<file path="config.mk">
export PLATFORM = sky130hd
export DESIGN_NAME = mem_stage_flat
export DESIGN_NICKNAME = d
export VERILOG_FILES = /design/src/rtl/mem_stage_pkg.sv /design/src/rtl/mem_stage_if.sv /design/src/rtl/ms_rdata_buf.sv /design/src/rtl/mem_stage.sv /design/src/flat_wrapper.sv
export SDC_FILE = /design/constraint.sdc
export NUM_CORES = 1
export LEC_CHECK = 0
export CAP_MARGIN = 15
export CORE_MARGIN = 2
export CORE_UTILIZATION = 46
export CTS_BUF_LIST = sky130_fd_sc_hd__clkbuf_4 sky130_fd_sc_hd__clkbuf_8
export DETAILED_ROUTE_END_ITERATION = 16
export GPL_ROUTABILITY_DRIVEN = 1
export HOLD_SLACK_MARGIN = 0.15
export PLACE_DENSITY = 0.95
export SYNTH_ARGS = -nofsm -noshare
export SYNTH_HDL_FRONTEND = slang
export SYNTH_HIERARCHICAL = 1
export SYNTH_SLANG_ARGS = --single-unit
</file>
<file path="constraint.sdc">
create_clock -name clk -period 18.57 [get_ports clk]
set_input_delay 1.857 -clock clk [delete_from_list [all_inputs] [get_ports clk]]
set_output_delay 1.857 -clock clk [all_outputs]
set_load 0.01 [all_outputs]
</file>
<file path="src/rtl/mem_stage_pkg.sv">
// Shared definitions for the MEM pipeline stage: bus widths, payload layouts and stall decoding.
package mem_stage_pkg;

    localparam int ES_TO_MS_BUS_WD = 71;
    localparam int MS_TO_WS_BUS_WD = 70;
    localparam int MS_ADDR_WD      = 10;

    localparam logic [1:0] STALL_RUN   = 2'b00;
    localparam logic [1:0] STALL_HOLD  = 2'b01;
    localparam logic [1:0] STALL_FLUSH = 2'b10;

    typedef enum logic [1:0] {
        STALL_MODE_RUN   = 2'b00,
        STALL_MODE_HOLD  = 2'b01,
        STALL_MODE_FLUSH = 2'b10
    } stall_mode_e;

    typedef struct packed {
        logic        res_from_mem;
        logic        gr_we;
        logic [4:0]  dest;
        logic [31:0] alu_result;
        logic [31:0] pc;
    } es_to_ms_t;

    typedef struct packed {
        logic        gr_we;
        logic [4:0]  dest;
        logic [31:0] final_result;
        logic [31:0] pc;
    } ms_to_ws_t;

    // A simultaneous flush+hold request (2'b11) cannot be honoured, so it degrades to hold.
    function automatic stall_mode_e decode_stall(input logic [1:0] stall);
        stall_mode_e mode_s;
        case (stall)
            STALL_RUN:   mode_s = STALL_MODE_RUN;
            STALL_FLUSH: mode_s = STALL_MODE_FLUSH;
            STALL_HOLD:  mode_s = STALL_MODE_HOLD;
            default:     mode_s = STALL_MODE_HOLD;
        endcase
        return mode_s;
    endfunction

endpackage

</file>
<file path="src/rtl/mem_stage_if.sv">
// EX->MEM and MEM->WB handshake bundle; the stage itself takes the slave view.
interface mem_stage_if;
    import mem_stage_pkg::*;

    logic                       es_to_ms_valid;
    logic [ES_TO_MS_BUS_WD-1:0] es_to_ms_bus;
    logic [MS_ADDR_WD-1:0]      es_to_ms_addr;
    logic                       ms_allowin;
    logic                       ms_to_ws_valid;
    logic [MS_TO_WS_BUS_WD-1:0] ms_to_ws_bus;
    logic [MS_ADDR_WD-1:0]      ms_to_ws_addr;
    logic                       ws_allowin;

    modport slave (
        input  es_to_ms_valid,
        input  es_to_ms_bus,
        input  es_to_ms_addr,
        input  ws_allowin,
        output ms_allowin,
        output ms_to_ws_valid,
        output ms_to_ws_bus,
        output ms_to_ws_addr
    );

    modport master (
        output es_to_ms_valid,
        output es_to_ms_bus,
        output es_to_ms_addr,
        output ws_allowin,
        input  ms_allowin,
        input  ms_to_ws_valid,
        input  ms_to_ws_bus,
        input  ms_to_ws_addr
    );

endinterface

</file>
<file path="src/rtl/ms_rdata_buf.sv">
// One-entry load-data buffer: snapshots the SRAM read data in a load's first MEM cycle when WB
// does not take it, so later SRAM activity cannot corrupt the value handed to WB.
module ms_rdata_buf (
    input  logic        clk,
    input  logic        reset,
    input  logic        entry,
    input  logic        ms_valid,
    input  logic        res_from_mem,
    input  logic        leaving,
    input  logic [31:0] data_sram_rdata,
    output logic [31:0] load_data
);

    logic        first_cyc_r;
    logic        rd_held_r;
    logic [31:0] rd_hold_r;
    logic        capture_s;

    assign capture_s = ms_valid & res_from_mem & first_cyc_r & ~leaving;

    // Track the first MEM cycle and whether the buffer owns valid data for the current load.
    always_ff @(posedge clk) begin
        if (reset) begin
            first_cyc_r <= 1'b0;
            rd_held_r   <= 1'b0;
        end else begin
            first_cyc_r <= entry;
            if (entry) begin
                rd_held_r <= 1'b0;
            end else if (capture_s) begin
                rd_held_r <= 1'b1;
            end
        end
    end

    // Data register needs no reset: it is only observed while rd_held_r is set.
    always_ff @(posedge clk) begin
        if (capture_s && !entry) begin
            rd_hold_r <= data_sram_rdata;
        end
    end

    // A load that leaves in its first cycle sees the live SRAM data.
    always_comb begin
        load_data = data_sram_rdata;
        if (rd_held_r) begin
            load_data = rd_hold_r;
        end else begin
            load_data = data_sram_rdata;
        end
    end

endmodule

</file>
<file path="src/rtl/mem_stage.sv">
// MEM pipeline stage: registers EX results, merges load data, feeds WB, forwarding and hazard logic.
// Optional build macro MEM_STAGE_PERF_EN adds perf_load_cnt / perf_stall_cnt outputs.
module mem_stage
    import mem_stage_pkg::*;
(
    input  logic                  clk,
    input  logic                  reset,
    mem_stage_if.slave            pipe,
    input  logic [31:0]           data_sram_rdata,
    input  logic [1:0]            stallM,
    output logic [31:0]           ms_forward_data,
    output logic                  ms_valid_tohazard,
    output logic                  ms_gr_we_tohazard,
    output logic [4:0]            ms_dest_tohazard,
    output logic                  ms_load_tohazard
`ifdef MEM_STAGE_PERF_EN
    ,
    output logic [31:0]           perf_load_cnt,
    output logic [31:0]           perf_stall_cnt
`endif
);

    logic                  ms_valid_r;
    es_to_ms_t             bus_r;
    logic [MS_ADDR_WD-1:0] addr_r;

    stall_mode_e           stall_mode_s;
    logic                  ms_allowin_s;
    logic                  ms_to_ws_valid_s;
    logic                  entry_s;
    logic                  leave_s;
    logic [31:0]           load_data_s;
    logic [31:0]           final_result_s;
    ms_to_ws_t             ws_bus_s;

    assign stall_mode_s = decode_stall(stallM);

    // Handshake: the stage always completes in one cycle, so only stalls and WB gate it.
    always_comb begin
        ms_allowin_s     = 1'b0;
        ms_to_ws_valid_s = 1'b0;
        case (stall_mode_s)
            STALL_MODE_RUN: begin
                ms_allowin_s     = ~ms_valid_r | pipe.ws_allowin;
                ms_to_ws_valid_s = ms_valid_r;
            end
            STALL_MODE_HOLD: begin
                ms_allowin_s     = 1'b0;
                ms_to_ws_valid_s = 1'b0;
            end
            STALL_MODE_FLUSH: begin
                ms_allowin_s     = 1'b1;
                ms_to_ws_valid_s = 1'b0;
            end
            default: begin
                ms_allowin_s     = 1'b0;
                ms_to_ws_valid_s = 1'b0;
            end
        endcase
    end

    assign entry_s = pipe.es_to_ms_valid & ms_allowin_s;
    assign leave_s = ms_to_ws_valid_s & pipe.ws_allowin;

    // Stage occupancy; a flush overwrites the current instruction with whatever EX offers.
    always_ff @(posedge clk) begin
        if (reset) begin
            ms_valid_r <= 1'b0;
        end else if (ms_allowin_s) begin
            ms_valid_r <= pipe.es_to_ms_valid;
        end
    end

    // Payload capture, deliberately without reset.
    always_ff @(posedge clk) begin
        if (entry_s) begin
            bus_r  <= pipe.es_to_ms_bus;
            addr_r <= pipe.es_to_ms_addr;
        end
    end

    ms_rdata_buf u_rdata_buf (
        .clk             (clk),
        .reset           (reset),
        .entry           (entry_s),
        .ms_valid        (ms_valid_r),
        .res_from_mem    (bus_r.res_from_mem),
        .leaving         (leave_s),
        .data_sram_rdata (data_sram_rdata),
        .load_data       (load_data_s)
    );

    // Result selection and WB payload assembly.
    always_comb begin
        final_result_s        = bus_r.alu_result;
        if (bus_r.res_from_mem) begin
            final_result_s    = load_data_s;
        end else begin
            final_result_s    = bus_r.alu_result;
        end
        ws_bus_s.gr_we        = bus_r.gr_we & ms_valid_r;
        ws_bus_s.dest         = bus_r.dest;
        ws_bus_s.final_result = final_result_s;
        ws_bus_s.pc           = bus_r.pc;
    end

    assign pipe.ms_allowin     = ms_allowin_s;
    assign pipe.ms_to_ws_valid = ms_to_ws_valid_s;
    assign pipe.ms_to_ws_bus   = ws_bus_s;
    assign pipe.ms_to_ws_addr  = addr_r;

    assign ms_forward_data   = final_result_s;
    assign ms_valid_tohazard = ms_valid_r;
    assign ms_gr_we_tohazard = bus_r.gr_we & ms_valid_r;
    assign ms_dest_tohazard  = bus_r.dest;
    assign ms_load_tohazard  = bus_r.res_from_mem & ms_valid_r;

`ifdef MEM_STAGE_PERF_EN
    logic [31:0] perf_load_cnt_r;
    logic [31:0] perf_stall_cnt_r;

    // Free-running event counters, wrapping naturally at 2^32.
    always_ff @(posedge clk) begin
        if (reset) begin
            perf_load_cnt_r  <= 32'd0;
            perf_stall_cnt_r <= 32'd0;
        end else begin
            if (leave_s && bus_r.res_from_mem) begin
                perf_load_cnt_r <= perf_load_cnt_r + 32'd1;
            end
            if (ms_valid_r && !pipe.ws_allowin) begin
                perf_stall_cnt_r <= perf_stall_cnt_r + 32'd1;
            end
        end
    end

    assign perf_load_cnt  = perf_load_cnt_r;
    assign perf_stall_cnt = perf_stall_cnt_r;
`endif

endmodule

</file>
<file path="src/flat_wrapper.sv">
// flat-port wrapper written by rule: the top's interface ports become plain ports
module mem_stage_flat import mem_stage_pkg::*;
  (clk, reset, data_sram_rdata, stallM, ms_forward_data, ms_valid_tohazard, ms_gr_we_tohazard, ms_dest_tohazard, ms_load_tohazard, pipe_es_to_ms_valid, pipe_es_to_ms_bus, pipe_es_to_ms_addr, pipe_ws_allowin, pipe_ms_allowin, pipe_ms_to_ws_valid, pipe_ms_to_ws_bus, pipe_ms_to_ws_addr);
  mem_stage_if pipe_i ();
  input  logic clk;
  input  logic reset;
  input  logic [31:0] data_sram_rdata;
  input  logic [1:0] stallM;
  output logic [31:0] ms_forward_data;
  output logic ms_valid_tohazard;
  output logic ms_gr_we_tohazard;
  output logic [4:0] ms_dest_tohazard;
  output logic ms_load_tohazard;
  input wire logic [$bits(pipe_i.es_to_ms_valid)-1:0] pipe_es_to_ms_valid;
  input wire logic [$bits(pipe_i.es_to_ms_bus)-1:0] pipe_es_to_ms_bus;
  input wire logic [$bits(pipe_i.es_to_ms_addr)-1:0] pipe_es_to_ms_addr;
  input wire logic [$bits(pipe_i.ws_allowin)-1:0] pipe_ws_allowin;
  output wire logic [$bits(pipe_i.ms_allowin)-1:0] pipe_ms_allowin;
  output wire logic [$bits(pipe_i.ms_to_ws_valid)-1:0] pipe_ms_to_ws_valid;
  output wire logic [$bits(pipe_i.ms_to_ws_bus)-1:0] pipe_ms_to_ws_bus;
  output wire logic [$bits(pipe_i.ms_to_ws_addr)-1:0] pipe_ms_to_ws_addr;
  assign pipe_i.es_to_ms_valid = pipe_es_to_ms_valid;
  assign pipe_i.es_to_ms_bus = pipe_es_to_ms_bus;
  assign pipe_i.es_to_ms_addr = pipe_es_to_ms_addr;
  assign pipe_i.ws_allowin = pipe_ws_allowin;
  assign pipe_ms_allowin = pipe_i.ms_allowin;
  assign pipe_ms_to_ws_valid = pipe_i.ms_to_ws_valid;
  assign pipe_ms_to_ws_bus = pipe_i.ms_to_ws_bus;
  assign pipe_ms_to_ws_addr = pipe_i.ms_to_ws_addr;
  mem_stage u_core (.clk(clk), .reset(reset), .pipe(pipe_i), .data_sram_rdata(data_sram_rdata), .stallM(stallM), .ms_forward_data(ms_forward_data), .ms_valid_tohazard(ms_valid_tohazard), .ms_gr_we_tohazard(ms_gr_we_tohazard), .ms_dest_tohazard(ms_dest_tohazard), .ms_load_tohazard(ms_load_tohazard));
endmodule
</file>
* Yosys cells after proc, flatten, opt, wreduce, memory -nomap -nowiden
Cells that the tools add are included.
** Storage, ports and cells
- Register bits after elaboration :: 116
- Latch bits :: 0
- Bits in writable memories :: 0
- Memory bits (read-only) :: 0
- Input bits :: 119
- Output and inout port bits :: 122
- Word-level logic and storage cells :: 31
- Memories kept :: 0
** Cells by class
- $add $sub $neg :: 0
- Multipliers :: 0
- Divide/modulo/power cells :: 0
- Order comparisons :: 0
- Equality and inequality tests :: 2
- Shifts and indexed selects :: 0
- Muxes and demuxes :: 5
- Bitwise gates (word level) :: 9
- Reductions and logical operators :: 5
** Operator list (count)
- 32-bit 2-to-1 mux :: 2
- 1-bit AND :: 6
- 2-bit == test, second input constant :: 2
- 2-bit zero test :: 2
- 2-bit one-hot mux with 2 select lines :: 1
- 1-bit inverter :: 2
- 1-bit one-hot mux with 2 select lines :: 1
- 2-bit OR reduction :: 1
- 1-bit logical AND :: 1
- 1-bit zero test :: 1
- 1-bit 2-to-1 mux :: 1
- 1-bit bitwise OR :: 1

* Depth between registers and ports, before layout
Gate-level depths: netlist of the first run.
- Depth after elaboration :: 8
- Depth in mapped cells :: 5
- Depth with buffers taken out :: 4

* By module
Netlist of the first run, hierarchy kept.
** Modules (own cells, without submodules)
- mem_stage :: instances 1, cells each 204, area each 3606.0 um2, sequential area each 2452.4 um2
- ms_rdata_buf :: instances 1, cells each 75, area each 1576.5 um2, sequential area each 1001.0 um2

* Least setup slack after synthesis of the first run
Ideal clock, no wire load.
- Path kind :: input -> register
- From :: in stallM[0]
- To :: reg u_core.u_rdata_buf.rd_hold_r[0] (enable)
- Setup time :: 0.723 ns
- Arrival time :: 7.462 ns
- Required time :: 17.847 ns
- Slack :: 10.385 ns
- Cell stages on the path :: 3
- Path buffers :: 0
- Cell sequence :: nand2b_1 > nor2_1 > nor2_1
** On the way
- Elaborated cells between the ends (all ways) :: 13
- Classes of those cells :: 2 x eq/ne; 3 x mux; 4 x bitwise; 4 x reduce/logical
** RTL lines
- start: declaration :: line flat_wrapper.sv:8 : input logic [1:0] stallM;
- 2-bit == test or 2-bit zero test (tied branches) :: line mem_stage_pkg.sv:36 : case (stall)
- 2-bit one-hot mux with 2 select lines (*) :: line mem_stage_pkg.sv:36
- 2-bit == test or 2-bit zero test (tied branches) :: line mem_stage.sv:42 : case (stall_mode_s)
- 1-bit one-hot mux with 2 select lines (*) :: line mem_stage.sv:42
- 1-bit AND (*) :: line mem_stage.sv:62 : assign entry_s = pipe.es_to_ms_valid & ms_allowin_s;
- via u_core.entry_s :: line mem_stage.sv:30 : logic entry_s;
- 1-bit zero test (*) :: line ms_rdata_buf.sv:38 : if (capture_s && !entry) begin
- 1-bit logical AND (*) :: line ms_rdata_buf.sv:38
- end signal: assignment :: line ms_rdata_buf.sv:39 : rd_hold_r <= data_sram_rdata;
- end: declaration :: line ms_rdata_buf.sv:16 : logic [31:0] rd_hold_r;
Mark *: on every way through the listed nets, which the timed path passes. The rest lies on a longest branch.
A chain may end at the register's enable or synchronous reset.

* Final worst setup path of the first run
- From :: in data_sram_rdata[1]
- To :: out ms_forward_data[1]
** On the way
- Longest elaborated chain between the ends :: 2
** RTL lines
- start: declaration :: line flat_wrapper.sv:7 : input logic [31:0] data_sram_rdata;
- 32-bit 2-to-1 mux :: line ms_rdata_buf.sv:46 : if (rd_held_r) begin
- via u_core.load_data_s[1] :: line mem_stage.sv:32 : logic [31:0] load_data_s;
- 32-bit 2-to-1 mux :: line mem_stage.sv:96 : if (bus_r.res_from_mem) begin
- end: declaration :: line flat_wrapper.sv:9 : output logic [31:0] ms_forward_data;
The timed path passes the listed nets, and every way through them passes these cells.

==> results of run 1 <==
## cells in the mapped netlist (2+ instances only)
| cell | count | area, µm² |
|---|---|---|
| buf_12 | 3 | 60.1 |
| dfxtp_1 | 3 | 60.1 |
| buf_6 | 5 | 56.3 |
| mux2_4 | 58 | 871 |
| buf_4 | 75 | 563 |
| and2_1 | 3 | 18.8 |
| mux2_1 | 3 | 33.8 |
| nor3b_2 | 2 | 25.0 |
| edfxtp_1 | 113 | 3390 |
| nor2_1 | 3 | 11.3 |
| mux2_2 | 3 | 33.8 |
## final timing paths
kind | to | slack [ns] | depth (start not counted)
setup / recovery | ms_forward_data[1] | 13.34 | 4
hold / removal | u_core/ms_valid_tohazard | 0.60 | 2
setup reg to reg | u_core/u_rdata_buf/rd_hold_r[5] | 16.11 | 3
hold reg to reg | u_core/ms_valid_tohazard | 0.60 | 2
## layout make-up
cell class	count	area, µm²
Clock inverter	14	119
Tap cell	140	175
Clock buffer	18	241
Inverter	1	3.75
Fill cell	745	3460
Multi-Input combinational cell	79	1060
Timing Repair Buffer	242	2420
Sequential cell	116	3450
## power by group
| group | internal [mW] | switching, mW | total (mW) |
|---|---|---|---|
| sequential | 0.297 | 0.00293 | 0.300 |
| clock | 0.117 | 0.0959 | 0.213 |
| combinational | 0.0575 | 0.0282 | 0.0857 |
## flip-flops by register name (all words and copies together) (netlist names)
register,flops
u_core/bus_r,34
u_core/ms_dest_tohazard,5
u_core/ms_valid_tohazard,1
u_core/pipe.ms_to_ws_addr,10
u_core/pipe.ms_to_ws_bus,32
u_core/u_rdata_buf/first_cyc_r,1
u_core/u_rdata_buf/rd_held_r,1
u_core/u_rdata_buf/rd_hold_r,32
## per-stage QoR
stage	area (µm²)	setup slack (ns)
floorplan	5180	10.38
detailed placement	7110	13.33
CTS	7470	13.33
global route	7470	13.32
finish	7470	13.34
global placement	7110	13.38
## routing by layer
layer / vias up / wire length (µm)
met5: - / 0
met4: 0 / 166
met3: 14 / 974
met2: 149 / 6160
met1: 1381 / 3920
li1: 1315 / -
## worst min-delay path, stage by stage (launching register included)
cell     delay (ns)
dfxtp_1        0.39
nand2_1        0.09
a31oi_1        0.07
## cell families (layout without fill, tap and decap cells)
| logic type | after synthesis | after routing | share of synthesized area (%) |
|---|---|---|---|
| buffers and inverters | 84 | 275 | 13.2 |
| AND/OR/NAND/NOR | 13 | 13 | 1.71 |
| flip-flops | 116 | 116 | 66.6 |
| multiplexers | 64 | 64 | 18.1 |
| AO/OA/AOI/OAI | 2 | 2 | 0.362 |
## cell usage in the layout, fill, tap and decap left out, drive strengths merged
master | synthesis | layout
dfxtp | 3 | 3
clkdlybuf4s50 | 0 | 240
nor2 | 3 | 3
nor2b | 1 | 1
or3b | 1 | 1
buf | 83 | 2
nand2 | 1 | 1
nand4b | 1 | 1
mux2 | 64 | 64
clkbuf | 0 | 18
inv | 1 | 1
and2 | 3 | 3
clkinv | 0 | 10
nand2b | 1 | 1
nor3b | 2 | 2
a31oi | 1 | 1
clkinvlp | 0 | 2
bufinv | 0 | 2
edfxtp | 113 | 113
a211oi | 1 | 1
==> flow_summary.json, run 1 <==
{
  "grt_setup_unrepaired": "no",
  "fp.dieW_um": 110,
  "slew-limit-headroom_pct": 22.7,
  "path_class": "in2out",
  "grt_pass1_vias": 3101,
  "cp_num_buf_inv": 2,
  "crit_chain": "clkdlybuf4s50_1 > mux2_4 > mux2_1 > clkdlybuf4s50_1",
  "gr-usage-met2_pct": 33.0,
  "post_cts_buffers": 0,
  "setup_violations": 0,
  "top_usage_layer": "met2",
  "core_mm2": 0.0109,
  "ir_drop_mv": 0.0605,
  "clk_pin_slew_worst_paths_ns": 0.07,
  "viasPerCell": 4.69,
  "crit_family": "buffers and inverters",
  "cts_resized": 0,
  "timing.final.crit_share_pct": 28.2,
  "grtUsageMet1_pct": 18.9,
  "ys.warnings.count": 6,
  "h-tree-depth": 4,
  "finalHoldViolations": 0,
  "synth_cells": 279,
  "dieArea_mm2": 0.0121,
  "syn_area_per_cell_um2": 18.6,
  "ys_async_sr_fraction_pct": 0,
  "cp_slowest_cell": "clkdlybuf4s50_1",
  "ys_types": 19,
  "antenna_cells": 0,
  "ctsHoldBuffers": 0,
  "nets": 576,
  "vias": 2859,
  "initial_utilization_pct": 47.4,
  "syn_nets": 398,
  "wl_per_cell_um": 18.4,
  "syn_to_final_growth_pct": 44.2,
  "tns_ns": 0,
  "worstMarginPinSlew_ns": 1.16,
  "hp-start": "u_core/ms_valid_tohazard",
  "cts_tree": "done",
  "cp-startpoint": "data_sram_rdata[1]",
  "rr_startpoint": "u_core/bus_r[70]",
  "stdcell_count": 610,
  "ioPinCount": 241,
  "cts_buffers": 17,
  "drt-total-wl_um": 11200,
  "slew_violations": 0,
  "clockRootBuffer": "clkbuf_8",
  "p_per_area_mw_per_mm2": 80.1,
  "final_util_pct": 68.3,
  "grt_usage_pct": 18.5,
  "clk_path_buf_depth": 2,
  "cts.sinks": 116,
  "clock_skew_ns": 0.00813,
  "cpPeakStageDelay_ns": 0.50,
  "post-route-min-period_ns": 5.23,
  "cp-end-kind": "primary output",
  "grt_util_met3_pct": 7.47,
  "place.gp.congestion": 0.784,
  "leakage_nw": 2.69,
  "drtIter0Drc": 96,
  "clkLatencyLatePin_ns": 0.42,
  "crit_fanout": 2,
  "cap_viol_max_count": 0,
  "grt_first_pass_wirelength_um": 16000,
  "drive_above_1_share_pct": 20.4,
  "worstHoldPathType": "reg2reg",
  "status": "complete, no violations",
  "portBuffers": 240,
  "cp-start-kind": "input port",
  "cp.required_ns": 16.71,
  "drtPass1Iterations": 4,
  "ys.flop_type": "edfxtp_1",
  "cpMostUsedCell": "clkdlybuf4s50_1",
  "fmax_mhz": 191,
  "worstPathArrival_ns": 3.38,
  "synth_edf_count": 113,
  "netlist_area_mm2": 0.00518,
  "rows": 38,
  "antenna_found_initial": 0,
  "drc": 0,
  "power.total_mw": 0.599,
  "grt_overflow": 0,
  "dpl.hpwl_um": 8160,
  "dpl.cell_count": 578,
  "synth_seq_cells": 116,
  "antenna_left": 0,
  "holdWs_ns": 0.596,
  "grt_max_degree": 84,
  "synth_seq_area_share_pct": 66.6,
  "die_h_um": 110
}
(Power assumes the default switching activity.)
==> run 2: changes to the inputs <==
--- a/config.mk
+++ b/config.mk
@@ -7,12 +7,12 @@
 export LEC_CHECK = 0
 export CAP_MARGIN = 15
 export CORE_MARGIN = 2
-export CORE_UTILIZATION = 46
+export CORE_UTILIZATION = 43
 export CTS_BUF_LIST = sky130_fd_sc_hd__clkbuf_4 sky130_fd_sc_hd__clkbuf_8
 export DETAILED_ROUTE_END_ITERATION = 16
 export GPL_ROUTABILITY_DRIVEN = 1
 export HOLD_SLACK_MARGIN = 0.15
-export PLACE_DENSITY = 0.95
+export PLACE_DENSITY = 0.9
 export SYNTH_ARGS = -nofsm -noshare
 export SYNTH_HDL_FRONTEND = slang
 export SYNTH_HIERARCHICAL = 1
==> constraint.sdc (replaced) <==
create_clock -name clk -period 5.05 [get_ports clk]
set_input_delay 0.505 -clock clk [delete_from_list [all_inputs] [get_ports clk]]
set_output_delay 0.505 -clock clk [all_outputs]
set_load 0.01 [all_outputs]
==> run 2 against run 1 <==
Net effect: final cell count grew 0.66%; flip-flop and latch count is the same; power grew to 3.6 times the previous value; final area shrank 0.13%; largest cell class unchanged.
==> flow_summary.json, run 2 (synthesized netlist as in run 1, its figures left out) <==
{
  "viasPerCell": 4.62,
  "grt_setup_unrepaired": "no",
  "cp_num_buf_inv": 2,
  "switching_share_pct": 20.5,
  "core_mm2": 0.0119,
  "worstPathArrival_ns": 2.87,
  "antenna_found_initial": 0,
  "clockRootBuffer": "clkbuf_8",
  "status": "complete, no violations",
  "dpl.cell_count": 585,
  "cp.required_ns": 4.55,
  "final_util_pct": 62.6,
  "portBuffers": 240,
  "cp-end-kind": "primary output",
  "n_fill_cell": 916,
  "grt_overflow": 0,
  "h-tree-depth": 4,
  "p_int_mw": 1.73,
  "finalHoldViolations": 0,
  "cts_resized": 0,
  "stdcell_count": 614,
  "drive_above_1_share_pct": 19.7,
  "cts_tree": "done",
  "rows": 40,
  "wl_per_cell_um": 18.4,
  "die_h_um": 114,
  "drtIter0Drc": 115,
  "clkLatencyLatePin_ns": 0.42,
  "cts_buffers": 17,
  "grt_pass1_vias": 3150,
  "power_frac_comb_pct": 14.4,
  "multi_input_area_mm2": 0.00106,
  "seq_area_mm2": 0.00345,
  "ctsHoldBuffers": 0,
  "nets": 576,
  "setup_violations": 0,
  "path_class": "reg2out",
  "leakage_nw": 2.69,
  "dieArea_mm2": 0.0129,
  "crit_fanout": 18,
  "fp.dieW_um": 114,
  "post-route-min-period_ns": 3.38,
  "clk_pin_slew_worst_paths_ns": 0.06,
  "vias": 2837,
  "initial_utilization_pct": 43.5,
  "holdWs_ns": 0.601,
  "drt-total-wl_um": 11300,
  "placed_area_mm2": 0.00712,
  "p_per_area_mw_per_mm2": 292,
  "worstMarginPinSlew_ns": 1.17,
  "crit_chain": "buf_4 > mux2_1 > clkdlybuf4s50_1",
  "final_cell_mix": "clkdlybuf4s50_1 (240), edfxtp_1 (113), mux2_4 (58), clkbuf_8 (17), clkinv_1 (6)",
  "slew-limit-headroom_pct": 21.9,
  "pre_cts_ws_ns": 1.99,
  "grt_usage_pct": 17.5,
  "cap_viol_max_count": 0,
  "crit_family": "flip-flops",
  "grt_max_degree": 56,
  "power.total_mw": 2.18,
  "cp-start-kind": "flop",
  "cpPeakStageDelay_ns": 1.07,
  "worstHoldPathType": "reg2reg",
  "antenna_cells": 0,
  "clock_skew_ns": 0.00629,
  "tns_ns": 0,
  "p_switching_mw": 0.448,
  "fmax_mhz": 296,
  "drtPass1Iterations": 6,
  "seqPwrFrac_pct": 50.7,
  "grt_first_pass_wirelength_um": 16400,
  "antenna_left": 0,
  "ir_drop_mv": 0.219,
  "design_area_mm2": 0.00746,
  "post_cts_buffers": 0,
  "cp_slowest_cell": "edfxtp_1",
  "syn_to_final_growth_pct": 44.0,
  "drc": 0,
  "clk_path_buf_depth": 2,
  "dpl.hpwl_um": 8160,
  "timing.final.crit_share_pct": 66.9,
  "slew_violations": 0,
  "clockPowerShare_pct": 34.9,
  "layout_commonest_cell": "clkdlybuf4s50_1",
  "largest_reg_flops": 34,
  "cts.sinks": 116,
  "largest_register": "u_core/bus_r",
  "place.gp.congestion": 0.732,
  "timing.final.ws_setup_ns": 1.67,
  "ioPinCount": 241
}
[run 2: cell count changes in the layout (fill, tap and decap cells not counted)]
cell	before	now
clkinvlp_4	2	0
clkbuf_4	1	2
clkinv_1	5	6
clkinv_2	5	2
[run 2: path summary, 6_finish.rpt]
path,from,to,slack (ns),cells after the start
setup / recovery,u_core/bus_r[70],ms_forward_data[1],1.67,3
hold / removal,u_core/ms_valid_tohazard,u_core/ms_valid_tohazard,0.60,2
setup reg to reg,u_core/bus_r[70],u_core/u_rdata_buf/rd_hold_r[4],2.40,2
hold reg to reg,u_core/ms_valid_tohazard,u_core/ms_valid_tohazard,0.60,2
[run 2: worst register-to-register path, stage by stage, from the launching register on]
cell      delay, ns
edfxtp_1       1.07
nand4b_1       0.34
nor2_4         0.85
[run 2: power groups by stage]
stage | sequential [mW] | clock (mW) | combinational (mW)
final | 1.11 | 0.760 | 0.314
after global routing | 1.11 | 0.824 | 0.331
after CTS | 1.11 | 0.790 | 0.318
after detailed placement | 1.13 | 0 | 0.316
after global placement | 1.13 | 0 | 0.308
after floorplan | 1.12 | 0 | 0.144
[run 2: final cells by class]
type                            instances  area share (%)
Inverter                                1          0.0503
Clock inverter                         10            1.24
Multi-Input combinational cell         79            14.2
Sequential cell                       116            46.3
Clock buffer                           19            3.34
Tap cell                              147            2.46
Timing Repair Buffer                  242            32.4
[run 2: metal layers]
layer | track usage (%) | wire (µm)
met1 | 16.6 | 3950
met3 | 8.08 | 1050
met5 | 0 | 0
met4 | 8.54 | 216
met2 | 31.7 | 6070
